[src/rtl/bp_cfg_boot_sequencer.sv]
// Boot-time config-link master: freeze, cache modes, CCE microcode stream, CCE mode, unfreeze.
// Exactly one write is outstanding at a time; completion and ack timeouts are reported.
module bp_cfg_boot_sequencer #(
  parameter int unsigned cfg_addr_width_p = 32,
  parameter int unsigned cfg_data_width_p = 64,
  parameter logic [63:0] cfg_base_addr_p  = 64'h0100_0000,
  parameter int unsigned ucode_words_p    = 256,
  parameter int unsigned timeout_p        = 1024,
  localparam int unsigned ua_w_lp = (ucode_words_p > 1) ? $clog2(ucode_words_p) : 1
) (
  input  logic                        clk_i,
  input  logic                        reset_n_i,
  input  logic                        start_v_i,
  input  logic [cfg_data_width_p-1:0] icache_mode_i,
  input  logic [cfg_data_width_p-1:0] dcache_mode_i,
  input  logic [cfg_data_width_p-1:0] cce_mode_i,
  output logic                        ucode_r_v_o,
  output logic [ua_w_lp-1:0]          ucode_addr_o,
  input  logic [cfg_data_width_p-1:0] ucode_data_i,
  output logic                        cfg_v_o,
  output logic [cfg_addr_width_p-1:0] cfg_addr_o,
  output logic [cfg_data_width_p-1:0] cfg_data_o,
  input  logic                        cfg_ready_i,
  input  logic                        cfg_ack_i,
  output logic                        busy_o,
  output logic                        done_o,
  output logic                        error_o
);

  localparam logic [2:0] IDLE      = 3'd0;
  localparam logic [2:0] SEND      = 3'd1;
  localparam logic [2:0] WAIT_ACK  = 3'd2;
  localparam logic [2:0] UCODE_RD  = 3'd3;
  localparam logic [2:0] UCODE_LAT = 3'd4;
  localparam logic [2:0] DONE      = 3'd5;
  localparam logic [2:0] ERROR     = 3'd6;

  localparam int unsigned iw_lp = $clog2(ucode_words_p + 5);
  localparam int unsigned tw_lp = (timeout_p > 1) ? $clog2(timeout_p) : 1;
  localparam logic [iw_lp-1:0] ucode_lo_lp = iw_lp'(3);
  localparam logic [iw_lp-1:0] cce_idx_lp  = iw_lp'(ucode_words_p + 3);
  localparam logic [iw_lp-1:0] last_idx_lp = iw_lp'(ucode_words_p + 4);
  localparam logic [tw_lp-1:0] tmo_last_lp = tw_lp'(timeout_p - 1);

  logic [2:0]                  state_q, state_d;
  logic [iw_lp-1:0]            idx_q, idx_d, nidx;
  logic [tw_lp-1:0]            tmo_q, tmo_d;
  logic [cfg_addr_width_p-1:0] addr_q, addr_d;
  logic [cfg_data_width_p-1:0] data_q, data_d;
  logic [cfg_data_width_p-1:0] icm_q, icm_d, dcm_q, dcm_d, ccm_q, ccm_d;
  logic [cfg_data_width_p-1:0] nxt_data;
  logic [31:0]                 nxt_off;
  logic [ua_w_lp-1:0]          uidx;

  function automatic logic [cfg_addr_width_p-1:0] cfg_addr(input logic [31:0] off);
    logic [63:0] sum;
    sum = cfg_base_addr_p + 64'(off);
    return sum[cfg_addr_width_p-1:0];
  endfunction

  assign nidx = idx_q + iw_lp'(1);
  assign uidx = ua_w_lp'(idx_q - ucode_lo_lp);

  // Offset/data of the next non-microcode write; anything not listed is the unfreeze.
  always_comb begin
    nxt_off  = 32'h0002;
    nxt_data = '0;
    if (nidx == iw_lp'(1)) begin
      nxt_off  = 32'h0022;
      nxt_data = icm_q;
    end else if (nidx == iw_lp'(2)) begin
      nxt_off  = 32'h0043;
      nxt_data = dcm_q;
    end else if (nidx == cce_idx_lp) begin
      nxt_off  = 32'h0081;
      nxt_data = ccm_q;
    end
  end

  always_comb begin
    state_d = state_q;
    idx_d   = idx_q;
    tmo_d   = tmo_q;
    addr_d  = addr_q;
    data_d  = data_q;
    icm_d   = icm_q;
    dcm_d   = dcm_q;
    ccm_d   = ccm_q;
    case (state_q)
      IDLE, DONE, ERROR: if (start_v_i) begin
        state_d = SEND;
        idx_d   = '0;
        icm_d   = icache_mode_i;
        dcm_d   = dcache_mode_i;
        ccm_d   = cce_mode_i;
        addr_d  = cfg_addr(32'h0002);
        data_d  = cfg_data_width_p'(1);
      end
      SEND: if (cfg_ready_i) begin
        state_d = WAIT_ACK;
        tmo_d   = '0;
      end
      WAIT_ACK: begin
        // An ack on the final timeout cycle still wins over the error.
        if (cfg_ack_i) begin
          if (idx_q == last_idx_lp) begin
            state_d = DONE;
          end else begin
            idx_d = nidx;
            if (nidx >= ucode_lo_lp && nidx < cce_idx_lp) begin
              state_d = UCODE_RD;
            end else begin
              state_d = SEND;
              addr_d  = cfg_addr(nxt_off);
              data_d  = nxt_data;
            end
          end
        end else if (timeout_p != 0 && tmo_q == tmo_last_lp) begin
          state_d = ERROR;
        end else begin
          tmo_d = tmo_q + tw_lp'(1);
        end
      end
      UCODE_RD: state_d = UCODE_LAT;
      UCODE_LAT: begin
        state_d = SEND;
        data_d  = ucode_data_i;
        addr_d  = cfg_addr(32'h8000 + 32'(uidx));
      end
      default: state_d = IDLE;
    endcase
  end

  always_ff @(posedge clk_i or negedge reset_n_i) begin
    if (!reset_n_i) begin
      state_q <= IDLE;
      idx_q   <= '0;
      tmo_q   <= '0;
      addr_q  <= '0;
      data_q  <= '0;
      icm_q   <= '0;
      dcm_q   <= '0;
      ccm_q   <= '0;
    end else begin
      state_q <= state_d;
      idx_q   <= idx_d;
      tmo_q   <= tmo_d;
      addr_q  <= addr_d;
      data_q  <= data_d;
      icm_q   <= icm_d;
      dcm_q   <= dcm_d;
      ccm_q   <= ccm_d;
    end
  end

  assign cfg_v_o      = (state_q == SEND);
  assign ucode_r_v_o  = (state_q == UCODE_RD);
  assign ucode_addr_o = ucode_r_v_o ? uidx : '0;
  assign cfg_addr_o   = addr_q;
  assign cfg_data_o   = data_q;
  assign busy_o       = (state_q == SEND) || (state_q == WAIT_ACK) ||
                        (state_q == UCODE_RD) || (state_q == UCODE_LAT);
  assign done_o       = (state_q == DONE);
  assign error_o      = (state_q == ERROR);

endmodule

[config.mk]
export PLATFORM = sky130hd
export DESIGN_NAME = bp_cfg_boot_sequencer
export DESIGN_NICKNAME = d
export VERILOG_FILES = /design/src/rtl/bp_cfg_boot_sequencer.sv
export SDC_FILE = /design/constraint.sdc
export NUM_CORES = 1
export LEC_CHECK = 0
export ABC_AREA = 1
export BUFFER_PORTS_ARGS = -buffer_cell sky130_fd_sc_hd__buf_2
export CORE_MARGIN = 4
export CORE_UTILIZATION = 33
export DETAILED_ROUTE_END_ITERATION = 7
export GPL_ROUTABILITY_DRIVEN = 0
export SLEW_MARGIN = 30
export SYNTH_ARGS = -nofsm -noshare
export SYNTH_HDL_FRONTEND = slang
export SYNTH_SLANG_ARGS = --single-unit
export TNS_END_PERCENT = 20
[constraint.sdc]
create_clock -name clk_i -period 2 [get_ports clk_i]
set_input_delay 0.5 -clock clk_i [delete_from_list [all_inputs] [get_ports clk_i]]
set_output_delay 0.5 -clock clk_i [all_outputs]
set_load 0.02 [all_outputs]
==> results of run 1 <==
cell type report:
class / instances / area (um2)
Antenna cell: 1 / 2.50
Sequential cell: 288 / 7210
Timing Repair Buffer: 542 / 4220
Clock inverter: 10 / 104
Inverter: 167 / 633
Fill cell: 4257 / 23700
Clock buffer: 49 / 1010
Multi-Input combinational cell: 1202 / 6630
Tap cell: 592 / 741
where the power goes:
group          switching, mW  leakage, nW  internal (mW)
registers               1.13         3.48           8.23
logic                   9.16         6.86           8.32
clock network           2.51        0.554           3.78
total                   12.8         10.9           20.3
cell families after synthesis:
kind of cell	synth area share
flip-flops	0.488
other	0.000254
buffers and inverters	0.0927
XOR/XNOR	0.00297
AO/OA/AOI/OAI	0.0393
adder cells (fa/ha/maj)	0.00424
AND/OR/NAND/NOR	0.275
multiplexers	0.0976
Yosys cell counts (all sizes together):
| cell type | number |
|---|---|
| ha | 5 |
| o21ai | 26 |
| xor2 | 5 |
| a31oi | 2 |
| mux2 | 128 |
| o22ai | 6 |
| dfrtp | 288 |
| a211oi | 1 |
| o21a | 1 |
| conb | 1 |
| nand2 | 529 |
| a21oi | 74 |
| o21bai | 1 |
| buf | 118 |
| inv | 166 |
| or2 | 2 |
| clkinv | 1 |
| nor2 | 109 |
| nand3 | 150 |
| nor3 | 3 |
| clkbuf | 27 |
| o211ai | 1 |
| nand4 | 137 |
critical path: stages (launching register included):
cell and delay, ns:
dfrtp_1 0.40, buf_4 0.16, nand2_4 0.07, nand2_4 0.06, nor3_4 0.15, nand2_2 0.10, nor2_4 0.13, xor2_2 0.18
nor2_1 0.09, buf_4 0.16
sequential cells by signal, summed over array words and instances, names as in the netlist:
signal / count
tmo_q: 10
idx_q: 9
cfg_addr_o: 10
icm_q: 64
ccm_q: 64
dcm_q: 64
state_q: 3
cfg_data_o: 64
repair_timing:
item | in CTS | in global routing
pin swaps | 17 | 14
hold buffers | 1 | 0
hold endpoints to repair | 35 | 0
buffers inserted | 29 | 14
resized for setup | 98 | 51
setup endpoints to repair | 96 | 219
cloned | 15 | 2
routing by layer:
metal / up-vias / track usage / routed length (um)
li1: 6698 / - / -
met1: 6942 / 0.271 / 21600
met2: 522 / 0.359 / 25800
met3: 105 / 0.0427 / 3520
met4: 18 / 0.0640 / 1260
met5: - / 0 / 122
per-stage QoR:
| stage | utilization | area (um2) | setup TNS, ns | hold slack (ns) |
|---|---|---|---|---|
| finish | 0.465 | 20500 | -33.25 | 0.208 |
| global route | 0.465 | 20500 | -49.33 | 0.185 |
| CTS | 0.457 | 20200 | -31.16 | 0.169 |
| detailed placement | 0.409 | 18100 | -20.71 | 0.456 |
| global placement | 0.409 | 18100 | -10.62 | 0.458 |
| floorplan | - | 14900 | 0 | 0.204 |
worst max path at each step:
stage	startpoint	to	slack, ns	depth (start not counted)
floorplan	idx_q[0]$_DFFE_PN0P_	cfg_data_o[16]$_DFFE_PN0P_	0.005	14
global placement	idx_q[0]$_DFFE_PN0P_	cfg_data_o[31]$_DFFE_PN0P_	-0.19	16
detailed placement	idx_q[0]$_DFFE_PN0P_	cfg_data_o[31]$_DFFE_PN0P_	-0.33	16
CTS	idx_q[0]$_DFFE_PN0P_	ucode_addr_o[7]	-0.53	9
global route	idx_q[0]$_DFFE_PN0P_	ucode_addr_o[7]	-0.64	9
finish	idx_q[0]$_DFFE_PN0P_	ucode_addr_o[7]	-0.53	9
==> flow_summary.json, run 1 <==
{
  "outcome": "complete, but fails checks",
  "violations": "setup timing",
  "overflow": 0,
  "grt_max_degree": 65,
  "grt_pass1_vias": 14567,
  "setup_viol": 130,
  "holdPathStages": 2,
  "clk_latency_ns": 0.53,
  "synth.avg_cell_area_um2": 8.29,
  "syn_to_final_growth_pct": 39.2,
  "min_period_ns": 2.53,
  "grt_pass1_wl_um": 80400,
  "drt_iter0_drc": 958,
  "dp_hpwl_um": 34700,
  "h-tree-depth": 2,
  "worst_slack_ns": -0.526,
  "routed_wl_um": 52300,
  "drc": 0,
  "rr_worst_depth": 16,
  "r2r-start": "idx_q[1]$_DFFE_PN0P_",
  "io-pin-count": 370,
  "netlist_area_um2": 14800,
  "cts_sinks": 288,
  "clock-root-buffer": "clkbuf_16",
  "final_cells": 2851,
  "irDropWorstVdd_mv": 0.879,
  "die_width_um": 220,
  "grt_usage": 0.211,
  "finalCritPeriodShare": 1.26,
  "vias": 14285,
  "worstPathRequired_ns": 1.50,
  "fp-row-count": 77,
  "antenna_found_initial": 10,
  "dieArea_um2": 48200,
  "layout_common_cells": "nand2_1, buf_2, dfrtp_1, inv_1, nand4_1",
  "ant_nets": 0,
  "drive_gt1_frac": 0.356,
  "maxCapViolations": 0,
  "port_buffers": 347,
  "synth_top_area_cell": "dfrtp_1",
  "final-hold-violation-count": 0,
  "ys_seq_elements": 288,
  "critical_path_class": "reg2out",
  "min_from": "cce_mode_i[44]",
  "synth_cell_type_count": 32,
  "start_util": 0.334,
  "firstDrtPassIters": 5,
  "timing.fmax_mhz": 396,
  "ys_seq_area_frac": 0.488,
  "crit_path_max_fanout": 3,
  "synth_cells": 1781,
  "pre_cts_ws_ns": -0.330,
  "core_area_um2": 44200,
  "rsz0062_at_grt": "yes",
  "hold_end": "ccm_q[44]$_DFFE_PN0P_",
  "cts_tree": "built",
  "rrSetupSlack_ns": -0.49,
  "clk_pin_slew_worst_paths_ns": 0.06,
  "cts_buffers": 36,
  "yosysWarnings": 0,
  "startpoint_type": "register",
  "skew_ns": 0.0200,
  "worst_setup_path_end_kind": "output pin",
  "dieHeight_um": 220,
  "finalPower_mw": 33.1,
  "cts_max_path_buffers": 3,
  "synth.area.top_cells": "dfrtp_1, nand2_1, mux2_2, nand4_1, nand3_1",
  "rr_endpoint": "cfg_addr_o[24]$_DFFE_PN0P_",
  "layout_commonest_cell": "nand2_1",
  "vias_per_cell": 5.01,
  "maxSlewViolCount": 0,
  "final_nets": 2503,
  "routedWlPerCell_um": 18.3,
  "place_inst": 2732,
  "cellPowerDensity_nw_per_um2": 1610,
  "cp_data_arrival_time_ns": 2.03,
  "hp-class": "in2reg",
  "synth_top_area_share": 0.488,
  "leakagePower_nw": 10.9
}
No activity file was read; power rests on OpenSTA's default activity.
==> inputs of run 2 (changes only) <==
ABC_AREA = 0   (was 1)
==> run 2 against run 1 <==
The run still ends with setup timing left. Sequential power up 8%. Register-to-register slack worse by 0.05 ns. Sequential share of layout area up 0.98 points. Final area down 2.7%. Highest routed layer unchanged. Wire length down 15%. Non-clock buffer count down 27. Largest power group unchanged. Global-route usage down 3.1 points. Worst hold slack worse by 0.0063 ns.
==> flow_summary.json, run 2 <==
{
  "ys_seq_elements": 288,
  "ant_nets": 0,
  "rr_worst_depth": 10,
  "placed_area_um2": 17900,
  "grt_usage": 0.179,
  "cellPowerDensity_nw_per_um2": 1630,
  "cts_sinks": 288,
  "power_switching_share": 0.348,
  "synth-main-ff-cell": "dfrtp_1",
  "timing.fmax_mhz": 394,
  "firstDrtPassIters": 5,
  "drt_iter0_drc": 539,
  "intPower_mw": 21.2,
  "worstPathRequired_ns": 2.41,
  "core_area_um2": 43500,
  "synth_top_area_cell": "dfrtp_1",
  "finalCritPeriodShare": 1.27,
  "p_clk_frac": 0.194,
  "violations": "setup timing",
  "cts_buffers": 36,
  "synth_edf_count": 0,
  "dieArea_um2": 47700,
  "synth_cells": 1220,
  "netlist_area_um2": 14600,
  "die_width_um": 218,
  "final-hold-violation-count": 0,
  "pwr-share-seq": 0.311,
  "leakagePower_nw": 9.54,
  "async_flop_share": 1.00,
  "clk_latency_ns": 0.52,
  "setup_viol": 128,
  "r2r-start": "idx_q[4]$_DFFE_PN0P_",
  "dieHeight_um": 218,
  "hold_end": "dcm_q[19]$_DFFE_PN0P_",
  "routedWlPerCell_um": 19.4,
  "grt_pass1_vias": 11518,
  "vias_per_cell": 4.81,
  "rrSetupSlack_ns": -0.54,
  "clk_pin_slew_worst_paths_ns": 0.06,
  "cts_max_path_buffers": 3,
  "critical_path_class": "reg2reg",
  "synth.avg_cell_area_um2": 12.0,
  "hold_ws_ns": 0.202,
  "p_comb_frac": 0.495,
  "min_from": "dcache_mode_i[19]",
  "antenna_found_initial": 9,
  "fp-row-count": 76,
  "irDropWorstVdd_mv": 0.810,
  "overflow": 0,
  "port_buffers": 347,
  "rsz0062_at_grt": "yes",
  "final_nets": 1946,
  "startpoint_type": "register",
  "worst_setup_path_end_kind": "register",
  "yosysMostFrequentCell": "dfrtp_1",
  "p_sw_mw": 11.3,
  "io-pin-count": 370,
  "dp_hpwl_um": 31800,
  "maxCapViolations": 0,
  "routed_wl_um": 44500,
  "startpoint": "idx_q[4]$_DFFE_PN0P_",
  "yosysWarnings": 0,
  "layout_commonest_cell": "buf_2",
  "synth_common_cells": "dfrtp_1, mux2_2, nand2_1",
  "grt_max_degree": 65,
  "crit_path_max_fanout": 12,
  "synth_top_area_share": 0.493,
  "syn_to_final_growth_pct": 36.9,
  "synth.area.top_cells": "dfrtp_1, mux2_2, mux2_4, mux2i_1, a22o_1",
  "holdPathStages": 2,
  "skew_ns": 0.00901,
  "synth_cell_type_count": 64,
  "clock-root-buffer": "clkbuf_16",
  "maxSlewViolCount": 0,
  "rr_endpoint": "cfg_data_o[30]$_DFFE_PN0P_",
  "cts_tree": "built",
  "outcome": "complete, but fails checks",
  "ys_seq_area_frac": 0.493,
  "grt_pass1_wl_um": 66500,
  "layout_common_cells": "buf_2, dfrtp_1, mux2_2, mux2_4, nand2_1",
  "h-tree-depth": 2,
  "worst_slack_ns": -0.538,
  "vias": 11056,
  "tns_ns": -38.19,
  "hp-class": "in2reg",
  "min_period_ns": 2.54,
  "finalPower_mw": 32.5,
  "start_util": 0.336,
  "final_area_um2": 20000,
  "drive_gt1_frac": 0.519,
  "drc": 0,
  "cp_data_arrival_time_ns": 2.95
}
[run 2: critical path, cell delays in order, from the launching register on]
cell      delay, ns
dfrtp_2        0.46
buf_4          0.18
nor3_1         0.24
a21oi_2        0.08
a221oi_4       0.33
buf_4          0.18
a221oi_4       0.08
nor2_8         0.21
buf_12         0.17
buf_12         0.17
mux2_4         0.31
[run 2: worst max-delay path by stage]
stage	end	cells past startpoint	slack, ns
floorplan	cfg_addr_o[0]$_DFFE_PN0P_	11	-0.37
global placement	cfg_data_o[1]$_DFFE_PN0P_	8	-0.54
global route	cfg_data_o[30]$_DFFE_PN0P_	10	-0.62
CTS	ucode_addr_o[6]	8	-0.50
detailed placement	cfg_data_o[1]$_DFFE_PN0P_	8	-0.59
finish	cfg_data_o[30]$_DFFE_PN0P_	10	-0.54
[run 2: kinds of logic (layout without fill, tap and decap cells)]
kind of cell               count (synthesis)  count (layout)  share of synthesized area
adders and majority gates                  5               5                    0.00428
other                                      1              30                   0.000257
AOI/OAI and AO/OA                        196             196                     0.0962
muxes                                    327             327                      0.263
DFF                                      288             288                      0.493
buffers and inverters                    126             589                     0.0520
xor gates and xnor gates                  17              17                     0.0107
and+or+nand+nor                          260             260                     0.0802
[run 2: metrics by stage]
stage | cells | utilization | setup WS (ns)
after floorplan | 1241 | - | -0.373
after global placement | 2197 | 0.412 | -0.542
after detailed placement | 2197 | 0.412 | -0.589
after CTS | 2285 | 0.451 | -0.504
after global routing | 2296 | 0.460 | -0.619
final | 2297 | 0.460 | -0.538
[run 2: per-layer routing]
metal,part of all wire,wire (um),track usage
met3,0.059,2610,0.0410
met4,0.034,1520,0.0706
met1,0.44,19400,0.236
met2,0.47,21000,0.288
met5,0.00049,22,0
[run 2: repair_timing]
item,CTS,global route
hold buffers,1,0
setup buffers,22,7
resized for setup,72,93
hold endpoints to repair,21,0
endpoints found under the setup margin,282,276
gates cloned,3,1
pin swaps,8,10
[run 2: power groups by stage]
stage	Combinational [mW]	Sequential, mW	Clock, mW
after CTS	15.5	10.1	6.53
after global routing	17.3	10.4	6.82
after global placement	14.1	10.0	0
after detailed placement	14.4	10.1	0
after floorplan	9.40	10.6	0
final	16.1	10.1	6.31
[run 2: layout make-up]
cell class              count  area [um2]
repair buffers            515        3600
multi-input cells         827        7230
flip-flops and latches    288        7210
clock buffers              53        1070
well taps                 585         732
inverters                  12        50.0
diodes                      8        20.0
fillers                  4015       23500
clock inverters             9        80.1
==> inputs of run 3 (changes only) <==
CORE_UTILIZATION = 49   (was 33)
PLACE_DENSITY = 0.78   (was unset)
==> run 3 against run 2 <==
The flow still finishes with violations (setup timing). Sequential cell count unchanged. Worst setup slack improved by 0.018 ns. Utilization increased by 20 points. Sequential power about the same. Die area decreased by 32%. Critical path depth unchanged. Worst hold slack got worse by 0.032 ns. Critical endpoint is now cfg_data_o[22]$_DFFE_PN0P_.
==> flow_summary.json, run 3 (same netlist as run 2, synthesis figures left out) <==
{
  "outcome": "complete, but fails checks",
  "violations": "setup timing",
  "tns_ns": -46.88,
  "pwr-share-seq": 0.322,
  "dieHeight_um": 181,
  "p_comb_frac": 0.492,
  "crit_chain": "buf_6 > nand4b_1 > mux2_4 > a221oi_4 > buf_6 > and4b_4 > nor2_8 > buf_12 > buf_12 > mux2_4",
  "vias_per_cell": 5.47,
  "routed_wl_um": 42300,
  "layout_commonest_cell": "buf_2",
  "grt_pass1_vias": 12126,
  "final_nets": 1925,
  "p_clk_frac": 0.186,
  "core_area_um2": 29100,
  "cts_sinks": 288,
  "overflow": 0,
  "min_period_ns": 2.52,
  "rsz0062_at_grt": "yes",
  "pre_cts_ws_ns": -0.489,
  "routedWlPerCell_um": 20.4,
  "clk_pin_slew_worst_paths_ns": 0.07,
  "start_util": 0.502,
  "h-tree-depth": 1,
  "irDropWorstVdd_mv": 1.10,
  "setup_viol": 273,
  "grt_max_degree": 64,
  "dieArea_um2": 32600,
  "worst_setup_path_end_kind": "register",
  "final_util": 0.664,
  "cp_top_family": "buffers and inverters",
  "syn_to_final_growth_pct": 32.3,
  "slowest_delay_ns": 0.42,
  "port_buffers": 347,
  "critical_path_class": "reg2reg",
  "clock-root-buffer": "clkbuf_16",
  "drc": 0,
  "die_width_um": 181,
  "drive_gt1_frac": 0.514,
  "timing.fmax_mhz": 397,
  "grt_pass1_wl_um": 66100,
  "power_switching_share": 0.354,
  "layout_common_cells": "buf_2, dfrtp_1, mux2_2, nand2_1, buf_4",
  "vias": 11367,
  "p_sw_mw": 11.2,
  "final-hold-violation-count": 0,
  "skew_ns": 0.0120,
  "worst_slack_ns": -0.520,
  "firstDrtPassIters": 5,
  "startpoint_type": "register",
  "intPower_mw": 20.4,
  "maxCapViolations": 0,
  "fillCellCount": 2148,
  "antenna_found_initial": 14,
  "drt_iter0_drc": 759,
  "finalCritPeriodShare": 1.26,
  "dp_hpwl_um": 29900,
  "io-pin-count": 370,
  "fp-row-count": 62,
  "hold_ws_ns": 0.169,
  "leakagePower_nw": 9.24,
  "clk_latency_ns": 0.56,
  "ant_nets": 0,
  "worstPathRequired_ns": 2.44,
  "cellPowerDensity_nw_per_um2": 1640,
  "cts_buffers": 30,
  "hp-class": "in2reg",
  "finalPower_mw": 31.7,
  "grt_usage": 0.249,
  "maxSlewViolCount": 0,
  "crit_path_max_fanout": 15,
  "cts_max_path_buffers": 3,
  "slowest_stage": "dfrtp_2",
  "crit_buf_inv": 4,
  "cts_tree": "built",
  "cp_data_arrival_time_ns": 2.96
}
## run 3: changes by cell type in the layout (fill, tap and decap cells not counted), sizes merged
cell      delta
inv          -1
clkbuf      -15
buf         -16
bufinv       +3
bufbuf       +1
diode        +6
clkinvlp     +4
## run 3: worst paths after layout
path / start / cells past startpoint / slack (ns) / to
worst max-delay path: idx_q[1]$_DFFE_PN0P_ / 10 / -0.52 / cfg_data_o[22]$_DFFE_PN0P_
worst min-delay path: cce_mode_i[37] / 2 / 0.17 / ccm_q[37]$_DFFE_PN0P_
worst max register to register: idx_q[1]$_DFFE_PN0P_ / 10 / -0.52 / cfg_data_o[22]$_DFFE_PN0P_
worst min register to register: dcm_q[31]$_DFFE_PN0P_ / 1 / 0.50 / dcm_q[31]$_DFFE_PN0P_
max in group asynchronous: reset_n_i / 3 / 0.86 / icm_q[39]$_DFFE_PN0P_
min in group asynchronous: reset_n_i / 2 / 0.45 / dcm_q[10]$_DFFE_PN0P_
## run 3: metal layers
metal / track usage / up-vias / wire length (um)
met5: 0 / - / 12
li1: - / 5202 / -
met2: 0.411 / 448 / 20400
met1: 0.319 / 5602 / 17200
met4: 0.111 / 2 / 1980
met3: 0.0470 / 113 / 2750
## run 3: power by group through the flow
| stage | clock (mW) | sequential (mW) | combinational (mW) |
|---|---|---|---|
| floorplan | 0 | 10.6 | 9.40 |
| global placement | 0 | 10.0 | 13.6 |
| detailed placement | 0 | 10.2 | 14.0 |
| CTS | 6.00 | 10.2 | 15.3 |
| global route | 6.22 | 10.5 | 16.6 |
| finish | 5.89 | 10.2 | 15.6 |
## run 3: what timing repair did
action / in CTS / in global routing
resized for setup: 94 / 16
endpoints found under the hold margin: 37 / 0
setup buffers: 18 / 2
pin swaps: 10 / 7
setup endpoints to repair: 274 / 280
gates cloned: 2 / 2
hold buffers: 1 / 0
## run 3: through the flow
stage | cells | cell area, um2
after floorplan | 1241 | 14700
after global placement | 1986 | 17600
after detailed placement | 1986 | 17600
after CTS | 2060 | 19200
after global routing | 2077 | 19300
final | 2078 | 19300
## run 3: final cells by class
class	count	area (um2)	area share
multi-input cells	827	7060	0.365
flip-flops and latches	288	7210	0.373
inverters	12	47.5	0.00246
clock inverters	15	195	0.0101
repair buffers	500	3440	0.178
diodes	14	35.0	0.00181
well taps	384	480	0.0249
clock buffers	38	852	0.0441
## run 3: worst reg2reg max path: cells and delay by family, from the launching register on
| kind | cells | cell delay, ns |
|---|---|---|
| buffers and inverters | 4 | 0.63 |
| AND/OR/NAND/NOR | 3 | 0.49 |
| flip-flops | 1 | 0.42 |
| multiplexers | 2 | 0.64 |
| AO/OA/AOI/OAI | 1 | 0.22 |
